`src/rtl/sprite_pkg.sv`:
```
// Shared types and constants for the sprite ROM row reader.
package sprite_pkg;

  typedef enum logic [2:0] {IDLE, FETCH, LOAD, WAIT, EMIT} rd_state_t;

  localparam int H_VISIBLE = 640;
  localparam int V_VISIBLE = 480;

  // Counter width able to hold the full emitted length of one scaled row.
  function automatic int emit_len_w(input int width, input int scale_log2);
    return $clog2(width << scale_log2) + 1;
  endfunction

endpackage

```
`src/rtl/sprite_shift_unit.sv`:
```
// Row shift register with pixel-repeat and bit counters; done flags the last emit cycle.
module sprite_shift_unit
  import sprite_pkg::*;
#(
  parameter int WIDTH      = 96,
  parameter int SCALE_LOG2 = 1
) (
  input  logic             clk,
  input  logic             rst_n,
  input  logic             load,
  input  logic             step,
  input  logic [WIDTH-1:0] data,
  output logic             msb,
  output logic             done
);

  localparam int CNT_W = emit_len_w(WIDTH, SCALE_LOG2);
  localparam int REP_W = (SCALE_LOG2 > 0) ? SCALE_LOG2 : 1;
  localparam logic [REP_W-1:0] REP_LAST = REP_W'((1 << SCALE_LOG2) - 1);
  localparam logic [CNT_W-1:0] BIT_LAST = CNT_W'(WIDTH - 1);

  logic [WIDTH-1:0] shreg;
  logic [REP_W-1:0] rep;
  logic [CNT_W-1:0] bcnt;
  logic             rep_tc;

  assign rep_tc = (rep == REP_LAST);
  assign msb    = shreg[WIDTH-1];
  assign done   = step && rep_tc && (bcnt == BIT_LAST);

  always_ff @(posedge clk or negedge rst_n) begin
    if (!rst_n) begin
      shreg <= '0;
      rep   <= '0;
      bcnt  <= '0;
    end else if (load) begin
      shreg <= data;
      rep   <= '0;
      bcnt  <= '0;
    end else if (step) begin
      if (rep_tc) begin
        rep   <= '0;
        shreg <= shreg << 1;
        bcnt  <= bcnt + 1'b1;
      end else begin
        rep <= rep + 1'b1;
      end
    end
  end

endmodule

```
`src/rtl/sprite_row_reader.sv`:
```
// Fetches one sprite ROM row per scanline and serialises it into pixel_on.
// Optional blink gating is enabled with the SPRITE_BLINK_EN macro.
module sprite_row_reader
  import sprite_pkg::*;
#(
  parameter int WIDTH        = 96,
  parameter int ROWS         = 16,
  parameter int ADDR_W       = 4,
  parameter int SCALE_LOG2   = 1,
  parameter int BLINK_FRAMES = 30
) (
  input  logic              Clk,
  input  logic              Reset_n,
  input  logic              line_start,
  input  logic              frame_start,
  input  logic [9:0]        DrawX,
  input  logic [9:0]        DrawY,
  input  logic [9:0]        pos_x,
  input  logic [9:0]        pos_y,
  input  logic              enable,
  output logic [ADDR_W-1:0] rom_addr,
  input  logic [WIDTH-1:0]  rom_data,
  output logic              pixel_on,
  output logic              busy
);

  localparam logic [10:0] SPAN = 11'(ROWS << SCALE_LOG2);

  rd_state_t   state;
  logic [9:0]  px;
  logic [10:0] dy;
  logic        hit;
  logic        x_match;
  logic        sh_load, sh_step, sh_msb, sh_done;
  logic        visible;

  // dy is a two's-complement difference; bit 10 set means the scan is above the logo.
  assign dy      = {1'b0, DrawY} - {1'b0, pos_y};
  assign hit     = enable && !dy[10] && (dy < SPAN);
  assign x_match = (DrawX == px);
  assign busy    = (state != IDLE);

  // The WAIT cycle that matches pos_x is itself the first emit cycle.
  assign sh_load = !line_start && (state == LOAD);
  assign sh_step = !line_start && ((state == WAIT && x_match) || state == EMIT);

  sprite_shift_unit #(.WIDTH(WIDTH), .SCALE_LOG2(SCALE_LOG2)) u_shift (
    .clk  (Clk),
    .rst_n(Reset_n),
    .load (sh_load),
    .step (sh_step),
    .data (rom_data),
    .msb  (sh_msb),
    .done (sh_done)
  );

`ifdef SPRITE_BLINK_EN
  localparam int BF_W = (BLINK_FRAMES > 1) ? $clog2(BLINK_FRAMES) : 1;
  localparam logic [BF_W-1:0] BF_LAST = BF_W'(BLINK_FRAMES - 1);
  logic [BF_W-1:0] frame_cnt;

  always_ff @(posedge Clk or negedge Reset_n) begin
    if (!Reset_n) begin
      frame_cnt <= '0;
      visible   <= 1'b1;
    end else if (frame_start) begin
      if (frame_cnt == BF_LAST) begin
        frame_cnt <= '0;
        visible   <= ~visible;
      end else begin
        frame_cnt <= frame_cnt + 1'b1;
      end
    end
  end
`else
  localparam int unused_blink_frames = BLINK_FRAMES;
  logic unused_frame_start;
  assign unused_frame_start = frame_start;
  assign visible = 1'b1;
`endif

  always_ff @(posedge Clk or negedge Reset_n) begin
    if (!Reset_n) begin
      state    <= IDLE;
      rom_addr <= '0;
      px       <= '0;
      pixel_on <= 1'b0;
    end else if (line_start) begin
      // A new scanline always wins, even in the middle of a row.
      pixel_on <= 1'b0;
      if (hit) begin
        state    <= FETCH;
        px       <= pos_x;
        rom_addr <= ADDR_W'(dy >> SCALE_LOG2);
      end else begin
        state <= IDLE;
      end
    end else begin
      case (state)
        IDLE: pixel_on <= 1'b0;
        FETCH: begin
          pixel_on <= 1'b0;
          state    <= LOAD;
        end
        LOAD: begin
          pixel_on <= 1'b0;
          state    <= WAIT;
        end
        WAIT: begin
          if (x_match) begin
            pixel_on <= sh_msb && visible;
            state    <= sh_done ? IDLE : EMIT;
          end else begin
            pixel_on <= 1'b0;
            if (DrawX > px) state <= IDLE;
          end
        end
        EMIT: begin
          pixel_on <= sh_msb && visible;
          if (sh_done) state <= IDLE;
        end
        default: begin
          pixel_on <= 1'b0;
          state    <= IDLE;
        end
      endcase
    end
  end

endmodule

```
`config.mk`:
```
export PLATFORM = sky130hd
export DESIGN_NAME = sprite_row_reader
export DESIGN_NICKNAME = d
export VERILOG_FILES = /design/src/rtl/sprite_pkg.sv /design/src/rtl/sprite_shift_unit.sv /design/src/rtl/sprite_row_reader.sv
export SDC_FILE = /design/constraint.sdc
export NUM_CORES = 1
export LEC_CHECK = 0
export ABC_AREA = 1
export BUFFER_PORTS_ARGS = -buffer_cell sky130_fd_sc_hd__buf_2
export CORE_ASPECT_RATIO = 1.2
export CORE_MARGIN = 4
export CORE_UTILIZATION = 46
export DETAILED_ROUTE_END_ITERATION = 8
export PLACE_DENSITY = 0.66
export SETUP_SLACK_MARGIN = 0.3
export SLEW_MARGIN = 20
export SYNTH_ARGS = -nofsm -noshare
export SYNTH_HDL_FRONTEND = slang
export SYNTH_HIERARCHICAL = 1
export SYNTH_SLANG_ARGS = --single-unit
```
`constraint.sdc`:
```
create_clock -name Clk -period 2.8 [get_ports Clk]
set_clock_uncertainty 0.1 [all_clocks]
set_input_delay 0.14 -clock Clk [delete_from_list [all_inputs] [get_ports Clk]]
set_output_delay 0.14 -clock Clk [all_outputs]
set_load 0.02 [all_outputs]
```
==> results of run 1 <==
[layer usage]
metal,vias up,share of wire,track usage
met3,21,0.048,0.0489
met4,0,0.013,0.0654
met2,192,0.50,0.355
met1,3074,0.44,0.268
li1,3285,-,-
met5,-,0,0
[flip-flops by register name (all words and copies together), names as in the netlist]
name and flops:
u_shift/shreg 96, px 10, u_shift/bcnt 9, rom_addr 4
state 3, pixel_on 1, u_shift/rep 1
[power breakdown]
part	internal (W)	switching, W	total, W
logic	0.000531	0.000592	0.00112
registers	0.00236	0.000305	0.00267
clock network	0.00142	0.000839	0.00226
[final timing paths]
check | start | to | slack (ns) | cells past startpoint
max reg2reg | px[5] | u_shift/shreg[50] | 0.48 | 11
min | pos_y[1] | rom_addr[0] | 0.12 | 5
max in group asynchronous | Reset_n | u_shift/shreg[26] | 1.71 | 3
min in group asynchronous | Reset_n | u_shift/shreg[55] | 0.18 | 2
min reg2reg | px[5] | px[5] | 0.37 | 2
max | px[5] | u_shift/shreg[50] | 0.48 | 11
[area by class of cell]
class                      instances  area, sq um
fill                            1205         5230
timing repair buffer             262         1910
clock buffer                      18          429
inverter                          71          274
multi-input combinational        623         3010
tap                              175          219
clock inverter                    14          183
sequential                       124         3100
[Yosys cell counts, drive strengths merged]
library cell  instances  area [sq um]
nor2                 35           160
nand4                21           131
nand2               303          1160
a21oi                13          65.1
dfrtp               124          3100
or2                   2          12.5
a21o                  1          7.51
nor3                  2          10.0
nand3               211          1080
nand3b                1          7.51
xnor2                 2          17.5
ha                   20           250
nor4                  2          12.5
fa                    1          20.0
o21ai                 5          25.0
o41ai                 1          8.76
clkbuf               12          45.0
inv                  71           272
xor2                  2          17.5
a31oi                 1          6.26
buf                  35           289
[critical path: stages (launching register included)]
cell and delay, ns:
sky130_fd_sc_hd__dfrtp_1 0.34, sky130_fd_sc_hd__inv_1 0.05, sky130_fd_sc_hd__ha_1 0.28, sky130_fd_sc_hd__nand2_1 0.13, sky130_fd_sc_hd__nor2_1 0.08, sky130_fd_sc_hd__a31oi_1 0.21, sky130_fd_sc_hd__nor2_1 0.09, sky130_fd_sc_hd__nand2_2 0.12
sky130_fd_sc_hd__nand2_4 0.08, sky130_fd_sc_hd__inv_6 0.47, sky130_fd_sc_hd__nand2_1 0.13, sky130_fd_sc_hd__nand3_1 0.11
[stage by stage]
stage / setup slack [ns] / power [W] / utilization / instances
6_report: 0.485 / 0.00605 / 0.636 / 1287
5_1_grt: 0.317 / 0.00643 / 0.636 / 1287
4_1_cts: 0.323 / 0.00610 / 0.635 / 1287
3_5_place_dp: 0.362 / 0.00369 / 0.517 / 1147
3_3_place_gp: 0.381 / 0.00365 / 0.517 / 1147
2_1_floorplan: 0.617 / 0.00334 / - / 865
[kinds of logic after synthesis]
kind of cell	count (synthesis)
AND/OR/NAND/NOR	577
buffers and inverters	118
XOR/XNOR	4
AO/OA/AOI/OAI	21
adder cells (fa/ha/maj)	21
flip-flops	124
[timing repair]
item,4_1_cts,5_1_grt
setup endpoints to repair,0,97
gates resized for setup,0,4
hold buffers,108,0
buffers inserted,0,0
endpoints found under the hold margin,152,0
==> metrics.md, run 1 <==
| Metric | Value |
|---|---|
| Outcome | `complete, no violations` |
| Vias in the first global route | `around 6400` |
| Worst hold slack | `0.122 ns` |
| Final Slew Violations | `0` |
| Total number of yosys warnings | `6` |
| Routability congestion estimate from global placement | `between 0.7 and 0.8` |
| Clock Sink Count | `approximately 120` |
| Unique masters post-synth | `35` |
| Relative slew slack | `0.539` |
| Number of levels in the clock H-tree | `4` |
| Initial standard-cell utilization of the core | `0.467` |
| Mean routed wirelength per cell | `13.5 um` |
| Period utilisation layout | `0.827` |
| Synth Area in Compound Gates | `0.0168` |
| Max-cap check violation count | `0` |
| Die Y-Extent | `140 um` |
| Area of all placed cells without fillers | `slightly above 9000 sq um` |
| Count of buffers from port buffering | `around 150` |
| Most frequent cells in the layout | `sky130_fd_sc_hd__nand2_1, sky130_fd_sc_hd__nand3_1, sky130_fd_sc_hd__buf_2` |
| Fraction of synthesized cell area in xor and xnor cells | `0.00523` |
| Post-route ant nets | `0` |
| Sequential area share after synthesis | `0.463` |
| Maximum number of pins on one net before global-route repair | `98` |
| Maximum net fanout on the critical path | `94` |
| Hold Vio Cnt, Final | `0` |
| Initial antenna violation count | `0` |
| Floorplan die area | `approximately 17000 sq um` |
| Remaining global-route overflow | `0` |
| Maximum frequency from static timing analysis | `between 0.4 and 0.5 GHz` |
| Clock tree from TritonCTS | `done` |
| Slew at the pin closest to its max-slew limit | `~0.69 ns` |
| Post-Synthesis Cells | `roughly 870` |
| Data arrival, critical path | `about 2.6 ns` |
| Skew-Pair Late Insertion Delay | `roughly 0.41 ns` |
| Crit path launch type | `flop` |
| Synthesized netlist net count | `about 1000` |
| Leading cell type in the layout, fill and taps excluded | `sky130_fd_sc_hd__nand2_1` |
| Via total after detailed routing | `approximately 6600` |
| Register bit total from synthesis | `about 120` |
| Initial DRC Count | `470` |
| Buffer levels on the longest clock path | `2` |
| Cell area after placement | `7420 sq um` |
| Number of setup violations in the final report | `0` |
| Critical Path End Type | `flop` |
| Synth Area in Simple Gates | `0.384` |
| Cell area after synthesis | `6700 sq um` |
| Worst EP required | `around 3.0 ns` |
| Leakage power | `between 4 and 5 nW` |
| Pre-Repair DR Iteration Count | `4` |
| Width of the die | `~120 um` |
| Detailed Route WL | `around 17000 um` |
| Placeable core area | `14400 sq um` |
| Area Overhead vs Synth | `36.1%` |
| Post-synthesis mux area share | `0` |
| Share of final-layout standard cells stronger than drive strength 1 | `0.187` |
| Power per unit of standard cell area | `663 nW/um^2` |
| Setup_tns | `0 ns` |
| Clock transition time at the flip-flop clock pins of the worst setup and hold paths | `0.06 ns` |
| Vias per std cell | `approximately 5.1` |
| # DRC | `0` |
| VDD IR max | `between 0.3 and 0.4 mV` |
| Shortest clock period the worst path allows after layout | `between 2 and 2.5 ns` |
| Kind of critical path | `flop to flop` |
| Number of antenna repair diodes | `0` |
| First-pass GRT wire length | `slightly below 30000 um` |
| Number of top-level pins | `between 100 and 150` |
| RSZ-0062 raised after global routing | `false` |
| Clock root buffer | `sky130_fd_sc_hd__clkbuf_16` |
| Post-layout nets | `1261` |
| Largest family of logic cells by synthesized area | `simple AND/OR/NAND/NOR gates` |
| Global router's overall resource usage | `0.210` |
| Inserted Clock Buffers | `17` |
| Area share of fa/ha/maj cells after synthesis | `0.0403` |
| Post-detailed-placement half-perimeter wirelength | `10400 um` |
| Synth Area per Inst | `between 7 and 8 sq um` |
| Site Rows | `48` |
| Path class of the lowest-slack min-delay path | `input port to flop` |
Note: power is estimated with default switching activity, not from simulation.
==> run 2, diff against run 1 <==
clock period = 2.3 ns   (was 2.8 ns; I/O delays follow)
==> run 2 against run 1 <==
Compared with the run above: sequential power up 23%; hold slack got worse by 0.034 ns; first-iteration DRC count grew 37%; final area is 6.6% higher; critical path depth rose by 1; total power is 22% higher; setup slack lost 0.36 ns.
==> metrics.md, run 2 (synthesis results as in run 1) <==
| Metric | Value |
|---|---|
| Outcome | `complete, no violations (unchanged)` |
| Leakage power | `5.04 nW (was 4.74 nW)` |
| Worst EP required | `2.48 ns (was 3.04 ns)` |
| First-pass GRT wire length | `30400 um (was 29000 um)` |
| Clock tree from TritonCTS | `done (unchanged)` |
| Maximum net fanout on the critical path | `25 (was 94)` |
| # DRC | `0 (unchanged)` |
| Vias per std cell | `5.18 (was 5.11)` |
| Depth of the worst hold-timing path | `5 (unchanged)` |
| Initial DRC Count | `645 (was 470)` |
| Pre-Repair DR Iteration Count | `5 (was 4)` |
| Most frequent cells in the layout | `sky130_fd_sc_hd__nand2_1, sky130_fd_sc_hd__nand3_1, sky130_fd_sc_hd__buf_2 (unchanged)` |
| Skew-Pair Late Insertion Delay | `0.42 ns (was 0.41 ns)` |
| Inserted Clock Buffers | `17 (unchanged)` |
| Worst Min Path Start | `pos_y[1] (unchanged)` |
| Initial standard-cell utilization of the core | `0.467 (unchanged)` |
| Register with the most flip-flops | `u_shift/shreg (unchanged)` |
| Period utilisation layout | `0.947 (was 0.827)` |
| Path class of the lowest-slack min-delay path | `input port to flop (unchanged)` |
| Site Rows | `48 (unchanged)` |
| Setup slack on the worst flop-to-flop path | `0.12 ns (was 0.48 ns)` |
| Floorplan die area | `16600 sq um (unchanged)` |
| Data arrival, critical path | `2.36 ns (was 2.56 ns)` |
| Setup_tns | `0 ns (unchanged)` |
| Number of levels in the clock H-tree | `4 (unchanged)` |
| Critical register-to-register path startpoint | `px[0] (was px[5])` |
| Worst min-delay path endpoint | `rom_addr[0] (unchanged)` |
| Power per unit of standard cell area | `759 nW/um^2 (was 663 nW/um^2)` |
| Area of all placed cells without fillers | `9720 sq um (was 9130 sq um)` |
| Number of flip-flops under the largest register name | `96 (unchanged)` |
| Crit path launch type | `flop (unchanged)` |
| Maximum frequency from static timing analysis | `0.459 GHz (was 0.432 GHz)` |
| Number of top-level pins | `147 (unchanged)` |
| Setup slack after layout | `0.122 ns (was 0.485 ns)` |
| Placeable core area | `14400 sq um (unchanged)` |
| Width of the die | `118 um (unchanged)` |
| Max-cap check violation count | `0 (unchanged)` |
| Die Y-Extent | `140 um (unchanged)` |
| Remaining global-route overflow | `0 (unchanged)` |
| Final Slew Violations | `0 (unchanged)` |
| Setup slack after placement | `0.0494 ns (was 0.362 ns)` |
| RSZ-0062 raised after global routing | `true (was false)` |
| Largest registers | `u_shift/shreg (96), px (10), u_shift/bcnt (9) (unchanged)` |
| Worst-case reg-to-reg path depth | `12 (was 11)` |
| Via total after detailed routing | `6823 (was 6572)` |
| Count of buffers from port buffering | `145 (unchanged)` |
| Slew at the pin closest to its max-slew limit | `0.581 ns (was 0.691 ns)` |
| Clock root buffer | `sky130_fd_sc_hd__clkbuf_16 (unchanged)` |
| Share of final-layout standard cells stronger than drive strength 1 | `0.225 (was 0.187)` |
| Post-detailed-placement half-perimeter wirelength | `10700 um (was 10400 um)` |
| Routability congestion estimate from global placement | `0.801 (was 0.791)` |
| Area Overhead vs Synth | `45.1% (was 36.1%)` |
| Detailed Route WL | `19100 um (was 17400 um)` |
| Post-route ant nets | `0 (unchanged)` |
| Share of the core filled with cells | `0.677 (was 0.636)` |
| Critical Path End Type | `flop (unchanged)` |
| Clock Sink Count | `124 (unchanged)` |
| Worst hold slack | `0.0880 ns (was 0.122 ns)` |
| Global router's overall resource usage | `0.221 (was 0.210)` |
| Kind of critical path | `flop to flop (unchanged)` |
| Setup crit start | `px[0] (was px[5])` |
| Clock transition time at the flip-flop clock pins of the worst setup and hold paths | `0.06 ns (about the same)` |
| Maximum number of pins on one net before global-route repair | `97 (was 98)` |
| Buffer levels on the longest clock path | `2 (unchanged)` |
| VDD IR max | `0.506 mV (was 0.380 mV)` |
| Leading cell type in the layout, fill and taps excluded | `sky130_fd_sc_hd__nand2_1 (unchanged)` |
| Mean routed wirelength per cell | `14.5 um (was 13.5 um)` |
| Cell area after placement | `7580 sq um (was 7420 sq um)` |
| Vias in the first global route | `6547 (was 6370)` |
| Post-layout nets | `1291 (was 1261)` |
| R2R Path End | `u_shift/shreg[47] (was u_shift/shreg[50])` |
| Hold Vio Cnt, Final | `0 (unchanged)` |
| Number of setup violations in the final report | `0 (unchanged)` |
| Initial antenna violation count | `0 (unchanged)` |
| Shortest clock period the worst path allows after layout | `2.18 ns (was 2.32 ns)` |
| Relative slew slack | `0.612 (was 0.539)` |
run 2: cell count changes in the layout (fill, tap and decap cells not counted), sizes merged:
cell	before	now
buf	154	177
clkbuf	18	29
inv	77	70
clkinv	3	5
bufinv	3	2
clkinvlp	2	1
diode	0	1
dlygate4sd3	108	109
run 2: how the worst max path moves through the flow:
stage	endpoint	slack [ns]	depth (start not counted)
after floorplan	state[2]	0.18	14
after global placement	state[2]	0.11	13
after detailed placement	state[2]	0.05	13
after CTS	u_shift/bcnt[3]	0.13	13
after global routing	u_shift/bcnt[3]	0.04	14
final	u_shift/shreg[47]	0.12	12
run 2: area by class of cell:
class	instances	area [sq um]
Multi-Input combinational cell	623	3200
Antenna cell	1	2.50
Timing Repair Buffer	292	2350
Clock inverter	7	91.3
Fill cell	1154	4630
Inverter	71	287
Tap cell	175	219
Sequential cell	124	3100
Clock buffer	23	468
run 2: report_power, final:
group	internal (W)	switching [W]	leakage, nW	total (W)
combinational	0.000735	0.000787	3.17	0.00152
sequential	0.00288	0.000403	1.60	0.00328
clock	0.00163	0.000936	0.273	0.00257
run 2: through the flow:
| step | power [W] | instances |
|---|---|---|
| 6_report | 0.00738 | 1316 |
| 5_1_grt | 0.00783 | 1315 |
| 4_1_cts | 0.00728 | 1302 |
| 3_5_place_dp | 0.00451 | 1156 |
| 3_3_place_gp | 0.00446 | 1156 |
| 2_1_floorplan | 0.00407 | 865 |
run 2: routing by layer:
layer / GRT usage / up-vias / share of wire / wire, um
met2: 0.349 / 238 / 0.49 / 9270
met1: 0.298 / 3193 / 0.43 / 8260
met4: 0.0772 / 0 / 0.023 / 449
met5: 0 / - / 0 / 0
li1: - / 3346 / - / -
met3: 0.0533 / 46 / 0.059 / 1130
run 2: timing repair:
item	CTS	global route
cloned	0	6
endpoints found under the setup margin	104	107
endpoints found under the hold margin	233	0
buffers inserted	7	7
hold buffers	109	0
gates resized for setup	23	26
pin swaps	7	14
run 2: critical path, stage by stage, from the launching register on:
cell	delay [ns]
sky130_fd_sc_hd__dfrtp_1	0.41
sky130_fd_sc_hd__ha_4	0.30
sky130_fd_sc_hd__nand2_4	0.06
sky130_fd_sc_hd__nor3_4	0.20
sky130_fd_sc_hd__a31oi_4	0.12
sky130_fd_sc_hd__nor2_4	0.14
sky130_fd_sc_hd__nand2_4	0.08
sky130_fd_sc_hd__buf_6	0.13
sky130_fd_sc_hd__nand2_8	0.09
sky130_fd_sc_hd__inv_12	0.08
sky130_fd_sc_hd__clkbuf_16	0.18
sky130_fd_sc_hd__nand2_1	0.06
sky130_fd_sc_hd__nand3_1	0.09
==> run 3, diff against run 2 <==
BUFFER_PORTS_ARGS = -buffer_cell sky130_fd_sc_hd__clkbuf_2   (was -buffer_cell sky130_fd_sc_hd__buf_2)
==> run 3 against run 2 <==
Compared with the run above: clock power about the same; count of clock-buffer cells in the layout decreased by 4; critical path type unchanged; via count about the same; register-to-register slack about the same.
==> metrics.md, run 3 (synthesis results as in run 1) <==
| Metric | Value |
|---|---|
| Outcome | `complete, no violations (unchanged)` |
| Path class of the lowest-slack min-delay path | `input port to asynchronous set/reset pin (was input port to flop)` |
| Clock tree from TritonCTS | `done (unchanged)` |
| Crit path launch type | `flop (unchanged)` |
| VDD IR max | `0.500 mV (was 0.506 mV)` |
| Mean routed wirelength per cell | `14.5 um (about the same)` |
| Area Overhead vs Synth | `47.3% (was 45.1%)` |
| Kind of cell adding the most delay to the critical path | `simple AND/OR/NAND/NOR gates (unchanged)` |
| RSZ-0062 raised after global routing | `true (unchanged)` |
| Buffer levels on the longest clock path | `2 (unchanged)` |
| Post-route ant nets | `0 (unchanged)` |
| Filler cells | `1126 (was 1154)` |
| Number of antenna repair diodes | `0 (was 1)` |
| Clock root buffer | `sky130_fd_sc_hd__clkbuf_16 (unchanged)` |
| Critical Path End Type | `flop (unchanged)` |
| Shortest clock period the worst path allows after layout | `2.19 ns (was 2.18 ns)` |
| Floorplan die area | `16600 sq um (unchanged)` |
| Period utilisation layout | `0.952 (was 0.947)` |
| Vias in the first global route | `6619 (was 6547)` |
| Data arrival, critical path | `2.37 ns (was 2.36 ns)` |
| First-pass GRT wire length | `30400 um (about the same)` |
| Share of the core filled with cells | `0.688 (was 0.677)` |
| Clock transition time at the flip-flop clock pins of the worst setup and hold paths | `0.06 ns (about the same)` |
| # DRC | `0 (unchanged)` |
| Power per unit of standard cell area | `745 nW/um^2 (was 759 nW/um^2)` |
| Skew-Pair Late Insertion Delay | `0.41 ns (was 0.42 ns)` |
| Inserted Clock Buffers | `17 (unchanged)` |
| Width of the die | `118 um (unchanged)` |
| Routability congestion estimate from global placement | `0.817 (was 0.801)` |
| Global router's overall resource usage | `0.221 (about the same)` |
| Slew at the pin closest to its max-slew limit | `0.504 ns (was 0.581 ns)` |
| Clock Sink Count | `124 (unchanged)` |
| Register with the most flip-flops | `u_shift/shreg (unchanged)` |
| Die Y-Extent | `140 um (unchanged)` |
| Leading cell type in the layout, fill and taps excluded | `sky130_fd_sc_hd__nand2_1 (unchanged)` |
| Final Slew Violations | `0 (unchanged)` |
| Count of buffers from port buffering | `145 (unchanged)` |
| Number of setup violations in the final report | `0 (unchanged)` |
| Site Rows | `48 (unchanged)` |
| Initial DRC Count | `511 (was 645)` |
| Number of flip-flops under the largest register name | `96 (unchanged)` |
| Maximum frequency from static timing analysis | `0.457 GHz (was 0.459 GHz)` |
| Max-cap check violation count | `0 (unchanged)` |
| Remaining global-route overflow | `0 (unchanged)` |
| Vias per std cell | `5.18 (about the same)` |
| Maximum net fanout on the critical path | `22 (was 25)` |
| Initial antenna violation count | `0 (unchanged)` |
| Worst path bufs/invs | `3 (unchanged)` |
| Post-detailed-placement half-perimeter wirelength | `10600 um (was 10700 um)` |
| Via total after detailed routing | `6829 (was 6823)` |
| Most frequent cells in the layout | `sky130_fd_sc_hd__nand2_1, sky130_fd_sc_hd__nand3_1, sky130_fd_sc_hd__clkbuf_2 (was sky130_fd_sc_hd__nand2_1, sky130_fd_sc_hd__nand3_1, sky130_fd_sc_hd__buf_2)` |
| Number of levels in the clock H-tree | `4 (unchanged)` |
| Library cell contributing the largest single delay on the critical path | `sky130_fd_sc_hd__dfrtp_1 (unchanged)` |
| Number of top-level pins | `147 (unchanged)` |
| Setup_tns | `0 ns (unchanged)` |
| Initial standard-cell utilization of the core | `0.467 (unchanged)` |
| Placeable core area | `14400 sq um (unchanged)` |
| Worst hold slack | `0.0282 ns (was 0.0880 ns)` |
| Peak per-stage delay on the critical path | `0.41 ns (about the same)` |
| Detailed Route WL | `19200 um (was 19100 um)` |
| Relative slew slack | `0.664 (was 0.612)` |
| Share of final-layout standard cells stronger than drive strength 1 | `0.233 (was 0.225)` |
| Post-layout nets | `1293 (was 1291)` |
| Largest registers | `u_shift/shreg (96), px (10), u_shift/bcnt (9) (unchanged)` |
| Worst-path cell chain | `ha_4, nand2_4, nor3_2, a31oi_2, nor2_2, nand2_2, buf_6, nand2_8, inv_12, buf_12, nand2_1, nand3_1 (was ha_4, nand2_4, nor3_4, a31oi_4, nor2_4, nand2_4, buf_6, nand2_8, inv_12, clkbuf_16, nand2_1, nand3_1)` |
| Kind of critical path | `flop to flop (unchanged)` |
| Leakage power | `5.09 nW (was 5.04 nW)` |
| Maximum number of pins on one net before global-route repair | `97 (unchanged)` |
| Pre-Repair DR Iteration Count | `5 (unchanged)` |
| Worst EP required | `2.48 ns (about the same)` |
| Hold Vio Cnt, Final | `0 (unchanged)` |
run 3: changes by cell type in the layout (fill, tap and decap cells not counted), moves of 3 or more:
cell,previous run,this run
sky130_fd_sc_hd__buf_4,20,13
sky130_fd_sc_hd__clkbuf_2,0,144
sky130_fd_sc_hd__buf_2,144,0
sky130_fd_sc_hd__buf_16,1,6
sky130_fd_sc_hd__clkbuf_1,4,0
sky130_fd_sc_hd__clkinvlp_4,1,4
sky130_fd_sc_hd__buf_12,8,12
run 3: layer usage:
layer  vias to the layer above  GRT usage  part of all wire
li1                       3345          -                 -
met1                      3204      0.290              0.43
met2                       242      0.365              0.49
met3                        38     0.0509             0.056
met4                         0     0.0698             0.023
met5                         -          0                 0
run 3: area by class of cell:
cell class | instances | area [sq um] | area share
Clock buffer | 19 | 453 | 0.0459
Clock inverter | 13 | 115 | 0.0117
Inverter | 71 | 284 | 0.0288
Multi-Input combinational cell | 623 | 3190 | 0.323
Sequential cell | 124 | 3100 | 0.314
Tap cell | 175 | 219 | 0.0222
Timing Repair Buffer | 294 | 2510 | 0.254
run 3: through the flow:
step | instance area [sq um] | std cells | worst slack, ns | total power [W]
after floorplan | 6710 | 865 | 0.184 | 0.00407
after global placement | 7580 | 1155 | 0.137 | 0.00446
after detailed placement | 7580 | 1155 | 0.0913 | 0.00451
after CTS | 9590 | 1310 | 0.151 | 0.00729
after global routing | 9880 | 1319 | 0.0444 | 0.00780
final | 9880 | 1319 | 0.111 | 0.00736
run 3: final timing paths:
path / to / depth (start not counted) / slack [ns] / from
max: u_shift/shreg[51] / 12 / 0.11 / px[0]
min reg2reg: px[8] / 2 / 0.38 / px[8]
min: u_shift/shreg[55] / 2 / 0.03 / Reset_n
max reg2reg: u_shift/shreg[51] / 12 / 0.11 / px[0]
max in group asynchronous: u_shift/bcnt[2] / 3 / 1.28 / Reset_n
min in group Clk: rom_addr[0] / 5 / 0.08 / pos_y[1]
run 3: power by group:
| part | total [W] | leakage, nW | switching (W) | internal (W) |
|---|---|---|---|---|
| sequential | 0.00327 | 1.60 | 0.000393 | 0.00288 |
| combinational | 0.00154 | 3.23 | 0.000794 | 0.000749 |
| clock | 0.00254 | 0.272 | 0.00100 | 0.00154 |
| total | 0.00736 | 5.09 | 0.00219 | 0.00517 |
run 3: worst register-to-register path: stages (launching register included):
cell,delay (ns)
sky130_fd_sc_hd__dfrtp_1,0.41
sky130_fd_sc_hd__ha_4,0.29
sky130_fd_sc_hd__nand2_4,0.04
sky130_fd_sc_hd__nor3_2,0.18
sky130_fd_sc_hd__a31oi_2,0.13
sky130_fd_sc_hd__nor2_2,0.14
sky130_fd_sc_hd__nand2_2,0.10
sky130_fd_sc_hd__buf_6,0.14
sky130_fd_sc_hd__nand2_8,0.09
sky130_fd_sc_hd__inv_12,0.08
sky130_fd_sc_hd__buf_12,0.17
sky130_fd_sc_hd__nand2_1,0.09
sky130_fd_sc_hd__nand3_1,0.10
run 3: timing repair:
item / in CTS / in global routing
hold endpoints to repair: 233 / 0
hold buffers: 108 / 0
resized for setup: 28 / 30
pin swaps: 14 / 28
cloned: 5 / 6
endpoints found under the setup margin: 105 / 107
setup buffers: 10 / 3
